==> src/rtl/l2cache_control.sv <==
// L2 cache controller: hit/miss handling, dirty writeback, line allocate.
// Drives datapath array enables and keeps saturating hit/miss counters.
module l2cache_control (
    input  logic        clk,
    input  logic        rst,
    input  logic        mem_read,
    input  logic        mem_write,
    input  logic        hit_0,
    input  logic        hit_1,
    input  logic        dirty_0,
    input  logic        dirty_1,
    input  logic        lru,
    input  logic        pmem_resp,
    output logic        mem_resp,
    output logic        pmem_read,
    output logic        pmem_write,
    output logic        pmem_addr_sel,
    output logic        load_valid,
    output logic        load_tag,
    output logic        load_data,
    output logic        load_dirty,
    output logic        dirty_in,
    output logic        data_sel,
    output logic        way_sel,
    output logic        load_lru,
    output logic        lru_in,
    output logic [15:0] hit_count,
    output logic [15:0] miss_count
);

    localparam logic [1:0] IDLE      = 2'd0;
    localparam logic [1:0] CHECK     = 2'd1;
    localparam logic [1:0] WRITEBACK = 2'd2;
    localparam logic [1:0] ALLOCATE  = 2'd3;

    logic [1:0] state;
    logic [1:0] next_state;
    logic       miss_pending;
    logic       req;
    logic       is_hit;
    logic       hit_way;
    logic       victim_dirty;
    logic       check_hit;
    logic       check_miss;

    assign req          = mem_read | mem_write;
    assign is_hit       = hit_0 | hit_1;
    // way 0 wins when both ways report a hit
    assign hit_way      = ~hit_0;
    assign victim_dirty = lru ? dirty_1 : dirty_0;
    assign check_hit    = (state == CHECK) && req && is_hit;
    assign check_miss   = (state == CHECK) && req && !is_hit;

    // Next-state and combinational array/memory controls
    always_comb begin
        next_state    = state;
        mem_resp      = 1'b0;
        pmem_read     = 1'b0;
        pmem_write    = 1'b0;
        pmem_addr_sel = 1'b0;
        load_valid    = 1'b0;
        load_tag      = 1'b0;
        load_data     = 1'b0;
        load_dirty    = 1'b0;
        dirty_in      = 1'b0;
        data_sel      = 1'b0;
        way_sel       = 1'b0;
        load_lru      = 1'b0;
        lru_in        = 1'b0;
        case (state)
            IDLE: begin
                if (req)
                    next_state = CHECK;
            end
            CHECK: begin
                if (!req) begin
                    next_state = IDLE;
                end else if (is_hit) begin
                    mem_resp   = 1'b1;
                    load_lru   = 1'b1;
                    lru_in     = ~hit_way;
                    next_state = IDLE;
                    // a write hit merges L1 data and marks the line dirty
                    if (mem_write) begin
                        load_data  = 1'b1;
                        data_sel   = 1'b1;
                        load_dirty = 1'b1;
                        dirty_in   = 1'b1;
                        way_sel    = hit_way;
                    end
                end else begin
                    next_state = victim_dirty ? WRITEBACK : ALLOCATE;
                end
            end
            WRITEBACK: begin
                pmem_write    = 1'b1;
                pmem_addr_sel = 1'b1;
                if (pmem_resp)
                    next_state = ALLOCATE;
            end
            ALLOCATE: begin
                pmem_read = 1'b1;
                if (pmem_resp) begin
                    load_data  = 1'b1;
                    load_tag   = 1'b1;
                    load_valid = 1'b1;
                    load_dirty = 1'b1;
                    way_sel    = lru;
                    next_state = CHECK;
                end
            end
            default: next_state = IDLE;
        endcase
    end

    // State register
    always_ff @(posedge clk) begin
        if (rst)
            state <= IDLE;
        else
            state <= next_state;
    end

    // Miss tracking so the refill-completion hit is not counted as a hit
    always_ff @(posedge clk) begin
        if (rst)
            miss_pending <= 1'b0;
        else if (check_miss)
            miss_pending <= 1'b1;
        else if (mem_resp)
            miss_pending <= 1'b0;
    end

    // Saturating performance counters
    always_ff @(posedge clk) begin
        if (rst) begin
            hit_count  <= 16'h0000;
            miss_count <= 16'h0000;
        end else begin
            if (check_hit && !miss_pending && hit_count != 16'hFFFF)
                hit_count <= hit_count + 16'd1;
            if (check_miss && miss_count != 16'hFFFF)
                miss_count <= miss_count + 16'd1;
        end
    end

endmodule

==> config.mk <==
export PLATFORM = sky130hd
export DESIGN_NAME = l2cache_control
export DESIGN_NICKNAME = d
export VERILOG_FILES = /design/src/rtl/l2cache_control.sv
export SDC_FILE = /design/constraint.sdc
export NUM_CORES = 1
export LEC_CHECK = 0
export CAP_MARGIN = 20
export CORE_AREA = 2 2 69 71
export CTS_CLUSTER_DIAMETER = 40
export DETAILED_ROUTE_END_ITERATION = 8
export DIE_AREA = 0 0 71 73
export PLACE_DENSITY = 0.74
export SLEW_MARGIN = 20
export SYNTH_ARGS = -nofsm -noshare
export SYNTH_HDL_FRONTEND = slang
export SYNTH_SLANG_ARGS = --single-unit
==> constraint.sdc <==
create_clock -name clk -period 2.3 [get_ports clk]
set_clock_uncertainty 0.15 [all_clocks]
set_input_delay 0.345 -clock clk [delete_from_list [all_inputs] [get_ports clk]]
set_output_delay 0.345 -clock clk [all_outputs]
set_load 0.02 [all_outputs]
==> flow_summary.yaml <==
status:
  outcome: "finished clean"
layout:
  n_antenna_cell: 0
  drive_above_1_share: 0.122
  mostFrequentLayoutCells: "clkdlybuf4s50_1, dfxtp_1, a21oi_1"
  nets: 311
  multi_input_area_um2: 1230
  area_growth_pct: 33.3
  fillers: 414
  utilization: 0.609
  seqCellArea_um2: 701
  final_common_cell: "clkdlybuf4s50_1"
critical_path:
  required_ns: 1.80
  critPathKind: "reg2out"
  cp_max_fo: 4
  cp-start-kind: "flip-flop"
  critPathCaptureType: "primary output"
  arrival_ns: 1.69
routing:
  vias: 1999
  routed_wl_um: 4790
  drcViolationCount: 0
  viasPerCell: 5.73
  drtIter0Drc: 63
  ant_nets: 0
  first_pass_iters: 4
  avgRoutedWirePerCell_um: 13.7
floorplan:
  die_x_um: 71
  initial_utilization: 0.457
  die_h_um: 73
  fp-row-count: 25
  dieArea_um2: 5180
  core_um2: 4540
  ios: 55
synthesis:
  avgSynthCellArea_um2: 8.74
  ys_seq_area_frac: 0.338
  synth_area_leader_cell: "dfxtp_1"
  netlist_area_um2: 2070
  yosysUniqueCellTypes: 44
  ys_ff_latch: 35
  synth_fp_nets: 253
  yosys.area.top_type_share: 0.338
  yosysWarnings: 0
  synthCells: 237
  synthTopCellsByArea: "dfxtp_1, mux2_2, o31ai_1"
hold_path:
  hold_path.class: "reg2reg"
global_routing:
  antenna_found_initial: 0
  met3_usage: 0.0442
  grtUsageMet1: 0.225
  overflow: 0
  busiest_layer: "met2"
  grt_pass1_vias: 1689
  grt_pass1_wl_um: 7750
  grt_max_degree: 45
  grtUsageMet2: 0.317
  grt_util_all_layers: 0.184
timing:
  fin_crit_sh: 0.950
  hold_violations: 0
  slew_headroom: 0.701
  post-route-min-period_ns: 2.18
  finalMaxSlewViolations: 0
  hold_ws_ns: 0.348
  worst_slew_pin_slew_ns: 0.446
  fmax_mhz: 458
  final-setup-viol-count: 0
  grt_setup_unrepaired: "no"
clock_tree:
  cts.clk_slew.worst_paths_ns: 0.07
  cts_buffer_depth: 2
  clk_latency_ns: 0.29
  cts_tree: "built"
  htreeDepth: 2
  cts-buffers-inserted: 5
  cts_root_buf: "clkbuf_8"
  clock_sink_count: 35
power_and_ir_drop:
  leakage_nw: 1.01
  cellPowerDensity_nw_per_um2: 442
  ir_drop_v: 0.000281
  p_total_mw: 1.22
placement:
  port_buffers: 54
  place.gp.congestion: 0.776
  hpwl_um: 3410
job:
  cap_violations: 0
flip-flops by register name, indices dropped and copies added (netlist names):
name	flops
state	2
hit_count	16
miss_count	16
miss_pending	1
worst paths after layout:
kind	endpoint	slack [ns]	cells past startpoint	from
max	load_valid	0.12	3	state[1]
min reg2reg	miss_pending	0.35	2	miss_pending
max reg2reg	miss_count[6]	0.25	7	state[1]
min	miss_pending	0.35	2	miss_pending
kinds of logic (layout without fill, tap and decap cells):
| group | Yosys count | count (layout) | synth area share |
|---|---|---|---|
| AND/OR/NAND/NOR | 104 | 104 | 0.322 |
| multiplexers | 11 | 11 | 0.0586 |
| flip-flops | 35 | 35 | 0.338 |
| AO/OA/AOI/OAI | 54 | 54 | 0.179 |
| adder cells (fa/ha/maj) | 6 | 6 | 0.0362 |
| buffers and inverters | 27 | 85 | 0.0664 |
synthesized netlist by cell type:
cell type	instances
clkbuf_1	5
nand2b_1	1
nor4_4	2
mux2i_1	2
nand2_1	14
buf_6	2
nand3_1	8
nor4b_1	2
inv_1	13
nor2b_1	8
ha_1	6
and3_1	1
a211o_1	1
nand3b_1	1
o21a_1	1
nand3b_4	1
nand4_2	1
nor2_1	15
nor3b_1	1
or3_1	5
mux2_2	9
and2_2	1
buf_4	5
and4_1	4
a21oi_1	19
and2_1	1
o31ai_1	13
o2bb2ai_1	2
dfxtp_1	35
nor4_1	10
or4_1	13
o21ba_2	1
buf_2	2
o21ai_0	5
o41ai_1	2
a211oi_1	5
nand4_1	10
nand4b_4	1
o311ai_0	2
nor3_1	3
a2111oi_0	1
o211ai_1	1
o221a_4	1
or2_2	1
per-layer routing:
layer,vias to the layer above,routed length [um]
met5,-,0
met4,0,32
met3,4,239
met2,49,2250
met1,923,2270
li1,1023,-
metrics by stage:
stage / setup WS (ns) / std cells / instance area, um2 / TNS (ns)
after global placement: -0.0465 / 342 / 2690 / -0.209
after detailed placement: -0.113 / 342 / 2690 / -0.812
after CTS: 0.109 / 349 / 2760 / 0
after global routing: 0.0307 / 349 / 2760 / 0
final: 0.116 / 349 / 2760 / 0
after floorplan: 0.340 / 237 / 2070 / 0
power by group:
part           switching (mW)  internal, mW
Combinational          0.0783        0.0659
Clock                   0.221         0.235
Sequential            0.00937         0.613
layout make-up:
type | count | area share
well taps | 54 | 0.0245
clock buffers | 6 | 0.0299
flip-flops and latches | 35 | 0.254
multi-input cells | 175 | 0.447
clock inverters | 1 | 0.00181
inverters | 13 | 0.0177
repair buffers | 65 | 0.226
worst max-delay path, stage by stage (launching register included):
cell and delay, ns:
dfxtp_1 0.38, ha_1 0.21, and2_1 0.19, clkdlybuf4s50_1 0.62
repair_timing:
action / in CTS / in global routing
endpoints found under the setup margin: 8 / 0
hold buffers: 0 / 0
buffers inserted: 0 / 0
resized for setup: 9 / 0
Note: power is estimated with default switching activity, not from simulation.
